<file path="src/rtl/gb_bus_peek_if.sv">
// gb_bus_peek_if: single-byte read handshake between the peek bridge and the
// Game Boy memory mux (ROM/VRAM/WRAM).
//   mem_req   : level read request, held until mem_ack
//   mem_addr  : read address, stable while mem_req=1
//   mem_rdata : read data, valid in the mem_ack cycle
//   mem_ack   : one-cycle completion pulse
// Modports: master = bridge side, slave = memory side.
interface gb_bus_peek_if;
  localparam int unsigned AW = 16;
  localparam int unsigned DW = 8;

  logic          mem_req;
  logic [AW-1:0] mem_addr;
  logic [DW-1:0] mem_rdata;
  logic          mem_ack;

  modport master (
    output mem_req,
    output mem_addr,
    input  mem_rdata,
    input  mem_ack
  );

  modport slave (
    input  mem_req,
    input  mem_addr,
    output mem_rdata,
    output mem_ack
  );
endinterface

</file>
<file path="src/rtl/gb_bus_peek.sv">
// gb_bus_peek: read bridge from the Nios PIO pair to the Game Boy memory bus.
// Whenever the peek address from the Nios changes (or once after reset), one
// byte is read over a req/ack handshake and presented on din_export.
// Address changes while a read is in flight are coalesced: only the value seen
// on return to IDLE is fetched.
//
// Ports:
//   clk_clk        : system clock, rising edge
//   reset_reset_n  : synchronous active-low reset
//   address_export : peek address from the Nios PIO
//   din_export     : last completed read byte, to the Nios PIO
//   mem            : gb_bus_peek_if.master read handshake (req/addr/rdata/ack)
//   busy           : high while a read is outstanding (equals mem_req)
//   timeout_flag   : sticky, set when a read is abandoned
//
// Optional feature: define GB_PEEK_TIMEOUT_EN to abandon a read after
// TIMEOUT_CYCLES unacked WAIT cycles, returning FILL_BYTE. Without it, WAIT
// waits indefinitely and timeout_flag is tied low.
module gb_bus_peek #(
  parameter int unsigned TIMEOUT_CYCLES = 64,
  parameter logic [7:0]  FILL_BYTE      = 8'hFF
) (
  input  logic                 clk_clk,
  input  logic                 reset_reset_n,
  input  logic [15:0]          address_export,
  output logic [7:0]           din_export,
  gb_bus_peek_if.master        mem,
  output logic                 busy,
  output logic                 timeout_flag
);

  localparam int unsigned AW = 16;
  localparam int unsigned DW = 8;

  // Elaboration-time parameter sanity check.
  if (TIMEOUT_CYCLES < 2 || TIMEOUT_CYCLES > 65535 || $bits(FILL_BYTE) != DW) begin : g_bad_param
    $error("gb_bus_peek: TIMEOUT_CYCLES must be 2..65535");
  end

  typedef enum logic {
    IDLE = 1'b0,
    WAIT = 1'b1
  } state_t;

  state_t        state_q, state_d;
  logic [AW-1:0] addr_q, addr_d;
  logic          pending_q, pending_d;
  logic [AW-1:0] mem_addr_q, mem_addr_d;
  logic          req_q, req_d;
  logic          busy_q;
  logic [DW-1:0] din_q, din_d;

`ifdef GB_PEEK_TIMEOUT_EN
  localparam int unsigned CW = 16;
  logic [CW-1:0] tcnt_q, tcnt_d;
  logic          tflag_q, tflag_d;
`endif

  // Next-state and next-output logic.
  always_comb begin
    state_d    = state_q;
    addr_d     = addr_q;
    pending_d  = pending_q;
    mem_addr_d = mem_addr_q;
    req_d      = req_q;
    din_d      = din_q;
`ifdef GB_PEEK_TIMEOUT_EN
    tcnt_d     = tcnt_q;
    tflag_d    = tflag_q;
`endif
    unique case (state_q)
      IDLE: begin
        // pending forces one fetch after reset even if the address matches.
        if (pending_q || (address_export != addr_q)) begin
          addr_d     = address_export;
          mem_addr_d = address_export;
          req_d      = 1'b1;
          pending_d  = 1'b0;
`ifdef GB_PEEK_TIMEOUT_EN
          tcnt_d     = '0;
`endif
          state_d    = WAIT;
        end
      end
      WAIT: begin
        // Ack takes priority over a simultaneous timeout.
        if (mem.mem_ack) begin
          din_d   = mem.mem_rdata;
          req_d   = 1'b0;
          state_d = IDLE;
        end
`ifdef GB_PEEK_TIMEOUT_EN
        else if (tcnt_q == CW'(TIMEOUT_CYCLES - 1)) begin
          din_d   = FILL_BYTE;
          tflag_d = 1'b1;
          req_d   = 1'b0;
          state_d = IDLE;
        end else begin
          tcnt_d  = tcnt_q + CW'(1);
        end
`endif
      end
      default: state_d = IDLE;
    endcase
  end

  // State and output registers.
  always_ff @(posedge clk_clk) begin
    if (!reset_reset_n) begin
      state_q    <= IDLE;
      addr_q     <= '0;
      pending_q  <= 1'b1;
      mem_addr_q <= '0;
      req_q      <= 1'b0;
      busy_q     <= 1'b0;
      din_q      <= '0;
`ifdef GB_PEEK_TIMEOUT_EN
      tcnt_q     <= '0;
      tflag_q    <= 1'b0;
`endif
    end else begin
      state_q    <= state_d;
      addr_q     <= addr_d;
      pending_q  <= pending_d;
      mem_addr_q <= mem_addr_d;
      req_q      <= req_d;
      busy_q     <= req_d;
      din_q      <= din_d;
`ifdef GB_PEEK_TIMEOUT_EN
      tcnt_q     <= tcnt_d;
      tflag_q    <= tflag_d;
`endif
    end
  end

  assign mem.mem_req  = req_q;
  assign mem.mem_addr = mem_addr_q;
  assign din_export   = din_q;
  assign busy         = busy_q;
`ifdef GB_PEEK_TIMEOUT_EN
  assign timeout_flag = tflag_q;
`else
  assign timeout_flag = 1'b0;
`endif

endmodule

</file>
<file path="src/flat_wrapper.sv">
// flat-port wrapper written by rule: the top's interface ports become plain ports
module gb_bus_peek_flat 
#(
  parameter int unsigned TIMEOUT_CYCLES = 64,
  parameter logic [7:0]  FILL_BYTE      = 8'hFF
)
  (clk_clk, reset_reset_n, address_export, din_export, busy, timeout_flag, mem_mem_req, mem_mem_addr, mem_mem_rdata, mem_mem_ack);
  gb_bus_peek_if mem_i ();
  input  logic clk_clk;
  input  logic reset_reset_n;
  input  logic [15:0] address_export;
  output logic [7:0] din_export;
  output logic busy;
  output logic timeout_flag;
  output wire logic [$bits(mem_i.mem_req)-1:0] mem_mem_req;
  output wire logic [$bits(mem_i.mem_addr)-1:0] mem_mem_addr;
  input wire logic [$bits(mem_i.mem_rdata)-1:0] mem_mem_rdata;
  input wire logic [$bits(mem_i.mem_ack)-1:0] mem_mem_ack;
  assign mem_mem_req = mem_i.mem_req;
  assign mem_mem_addr = mem_i.mem_addr;
  assign mem_i.mem_rdata = mem_mem_rdata;
  assign mem_i.mem_ack = mem_mem_ack;
  gb_bus_peek #(.TIMEOUT_CYCLES(TIMEOUT_CYCLES), .FILL_BYTE(FILL_BYTE)) u_core (.clk_clk(clk_clk), .reset_reset_n(reset_reset_n), .address_export(address_export), .din_export(din_export), .mem(mem_i), .busy(busy), .timeout_flag(timeout_flag));
endmodule
</file>
<file path="config.mk">
export PLATFORM = sky130hd
export DESIGN_NAME = gb_bus_peek_flat
export DESIGN_NICKNAME = d
export VERILOG_FILES = /design/src/rtl/gb_bus_peek_if.sv /design/src/rtl/gb_bus_peek.sv /design/src/flat_wrapper.sv
export SDC_FILE = /design/constraint.sdc
export NUM_CORES = 1
export LEC_CHECK = 0
export BUFFER_PORTS_ARGS = -buffer_cell sky130_fd_sc_hd__buf_2
export CORE_UTILIZATION = 44
export DETAILED_ROUTE_END_ITERATION = 10
export PLACE_DENSITY = 0.75
export SKIP_LAST_GASP = 1
export SYNTH_ARGS = -nofsm -noshare
export SYNTH_HDL_FRONTEND = slang
export SYNTH_SLANG_ARGS = --single-unit
</file>
<file path="constraint.sdc">
create_clock -name clk_clk -period 1.5 [get_ports clk_clk]
set_input_delay 0.15 -clock clk_clk [delete_from_list [all_inputs] [get_ports clk_clk]]
set_output_delay 0.15 -clock clk_clk [all_outputs]
set_load 0.05 [all_outputs]
</file>
==> results by stage <==
Pwr:
- IR analysis of the VDD net gives a maximum drop of 0.0005040 V.
- The power density over the cells is 860.6 mW/mm^2.
- Summed over all cells, the static leakage comes to 0.9544 nW.
- Summing internal, switching and leakage power gives 1.761 mW.

Layout:
- The number of fill cells in the layout is 303.
- The register cell area after layout is 600.6 um^2.
- For this run, the post-layout net count is 275.
- Summing all multi-input logic gate instances after layout gives 905.9 um^2.
- Of the cells placed in the final design, the portion with a size suffix greater than 1 is 0.4575.
- The number of antenna diodes in the final layout is 0.
- In the layout the commonest cells are buf_2 (53), nand3_1 (27), nand2_1 (21), buf_4 (19), dfxtp_4 (16).
- The most common library cell in the layout ignoring fill and taps is buf_2.
- Relative to the synthesized area, the layout overhead comes to 34.24%.

Floorplan:
- The number of placed I/O pins is 54.
- The initial utilization of the core area, before any placement, comes to 0.4567.
- The floorplan step defined a core boundary enclosing 0.003337 mm^2.
- The number of core rows is 21.
- The die footprint is 0.003703 mm^2.
- The floorplan die height is 60.85 um.
- The die is 60.85 um wide.

Global route:
- The sum of overflow across all layers after global routing is 0.
- The via count of the first global-routing pass is 1,217.
- Entering global routing, the biggest net connects 54 pins.
- The overall global routing resource usage is 0.1849.
- The first global-routing pass estimated 5175 um of wire.
- The initial antenna violation count is 0.

CTS:
- The clock reaches the later pin of the worst-skew pair after 0.32 ns.
- The number of buffers between clock root and the deepest sink is 2.
- Clock-pin slew was measured on the worst setup and hold paths at 0.15 ns.
- Buffers added to address setup during post-CTS repair amount to 0.
- Clock tree synthesis found a total of 27 sinks.
- The root buffer cell chosen for the clock tree is clkbuf_4.
- The count of H-tree levels built during CTS is 1.
- TritonCTS built the clock tree.
- TritonCTS created 3 clock buffers.

Logic synthesis:
- Of all cell types, the one taking the most synthesized area is dfxtp_1.
- Yosys mapped the design onto 26 distinct sky130hd cell types.
- The area fraction of the dominant cell type after synthesis is 0.3547.
- Synthesis produced a netlist with a net count of 211.
- The average instance in the mapped netlist occupies 8.282 um^2.
- Yosys attributes the largest share of cell area to dfxtp_1 (35%), nand3_1 (8.9%), xnor2_1 (8.6%), and4_2 (6.6%), or3_1 (5.3%).
- After synthesis the cells add up to 0.001524 mm^2.
- For this run, the register share of the synthesized area comes to 0.3547.
- After technology mapping, the gate count stands at 184.
- In this run, synthesis produced a sequential element count of 27.
- The warning count from the yosys run is 0.

Route:
- Dividing the detail-routed wire length by the instance count gives 11.51 um.
- The detail route stage leaves a number of antenna-violating nets equal to 0.
- After detailed routing, the number of remaining DRC violations is 0.
- The overall via count from detail_route is 1,497.
- The final layout contains routed wiring with a total length of 3373 um.
- The number of detailed-route iterations in the first pass is 4.
- The detailed router finished its first iteration with 37 violations.
- The vias per cell is 5.109.

Run:
- The tool flagged a number of max-cap violations equal to 0.

Timing:
- Setup repair after global routing could not meet its margin everywhere.
- The final worst setup slack is -0.09469 ns.
- The total count of max-transition violations in the final report was 0.
- Between clock sinks in the finished design, the worst skew comes to 0.005656 ns.
- The minimum clock period after layout is 1.595 ns.
- The worst hold margin is 0.05143 ns.
- Setup violations remaining at the end of the flow were counted as 13.
- For the pin with the worst max-slew slack, the measured transition is 0.7716 ns.
- Headroom to the max-slew limit came out at 0.4856.
- The final number of hold-violating endpoints is 0.
- The maximum achievable frequency is 0.6271 GHz.
- The post-route fraction of the period consumed by the critical path is 1.063.

Place:
- Routability-driven placement finished with a final weighted congestion of 0.7545.
- The detailed-placement wirelength estimate is 2353 um.
- Input and output buffers added on the ports amount to 52.

Worst setup path:
- The launch point of the worst reg-to-reg path is u_core.addr_q[0].
- The cell with the largest stage delay on the worst path is dfxtp_4.
- The signal on the critical path passes through xnor2_2 > nand4_1 > nor3_4 > buf_6 > nor2_1 > or3_1.
- In this run the worst path has a maximum fanout of 8.
- The worst setup path is of the flip-flop to flip-flop kind.
- The sort of element at the start of the critical path is a flip-flop.
- The delay of the slowest critical-path stage is 0.38 ns.
- STA puts the critical path data required time at 1.72 ns.
- The critical path startpoint is u_core.addr_q[0].
- The arrival time at the worst endpoint is 1.81 ns.
- STA classifies the critical path endpoint as a flip-flop.

Min path:
- The beginning of the worst hold path is mem_mem_rdata[1].
- The tightest min-delay check is of the input pin to flip-flop type.

Status:
- The run finished, with violations left.
- The checks that failed: negative setup slack.
==> cell usage after synthesis <==
master,instances
dfxtp_1,27
nand3_1,27
nand2_1,21
xnor2_1,15
nor2_1,13
o21ai_0,13
or3_1,13
and4_2,10
a21boi_0,9
clkbuf_1,6
and4_1,3
dlymetal6s2s_1,3
mux2i_1,3
nand4_1,3
nor2b_1,3
buf_2,2
buf_4,2
buf_6,2
nor3_4,2
a21o_2,1
a31oi_1,1
and2_1,1
buf_1,1
conb_1,1
inv_1,1
xor2_1,1
==> metrics by stage <==
step           std cells  TNS (ns)  worst slack (ns)  utilization  area (um^2)
3_3_place_gp         288    -1.461           -0.1160       0.5898         1968
3_5_place_dp         288    -1.649           -0.1463       0.5898         1968
2_1_floorplan        184    -2.119           -0.1660            -         1585
6_report             293    -1.042          -0.09469       0.6130         2046
4_1_cts              293    -1.064          -0.09778       0.6108         2038
5_1_grt              293    -2.650           -0.2321       0.6130         2046
==> layer usage <==
| metal | part of all wire | global-route usage |
|---|---|---|
| met2 | 0.47 | 0.3108 |
| met5 | 0 | 0 |
| met3 | 0.045 | 0.03838 |
| met4 | 0.0044 | 0.06169 |
| met1 | 0.48 | 0.2363 |
==> layout make-up <==
class	instances	share of cell area
clock buffers	3	0.01101
clock inverters	1	0.002446
inverters	1	0.001835
multi-input cells	140	0.4428
flip-flops and latches	27	0.2936
well taps	46	0.02813
repair buffers	75	0.2202
==> registers in the layout (all words and copies together) (netlist names) <==
name and cells:
u_core.pending_q 1, u_core.din_export 8, u_core.state_q 1, u_core.addr_q 16
u_core.mem.mem_req 1
==> where the power goes <==
part / switching (mW) / internal (mW) / total (mW)
registers: 0.0439 / 0.780 / 0.824
logic: 0.387 / 0.230 / 0.617
clock network: 0.220 / 0.100 / 0.320
==> final timing paths <==
check | cells past startpoint | slack, ns | to
max | 6 | -0.09 | u_core.addr_q[3]
min | 3 | 0.05 | u_core.din_export[1]
max reg2reg | 6 | -0.09 | u_core.addr_q[3]
min reg2reg | 2 | 0.47 | u_core.din_export[5]
==> kinds of logic after synthesis <==
family,Yosys count,share of synthesized area
simple gates,96,0.3588
flops,27,0.3547
mux,3,0.01971
compound gates,24,0.09688
xor+xnor,16,0.09196
buf+inv,17,0.07553
other cells,1,0.002461
==> critical path: cells and delay by family, from the launching register on <==
kind	cells	cell delay (ns)
flops	1	0.38
simple gates	4	0.80
xor+xnor	1	0.14
buf+inv	1	0.16
==> timing repair <==
action,in CTS,in global routing
endpoints found under the setup margin,13,15
endpoints found under the hold margin,0,0
pin swaps,3,0
hold buffers,0,0
gates cloned,1,0
resized for setup,6,1
(Power assumes the default switching activity.)
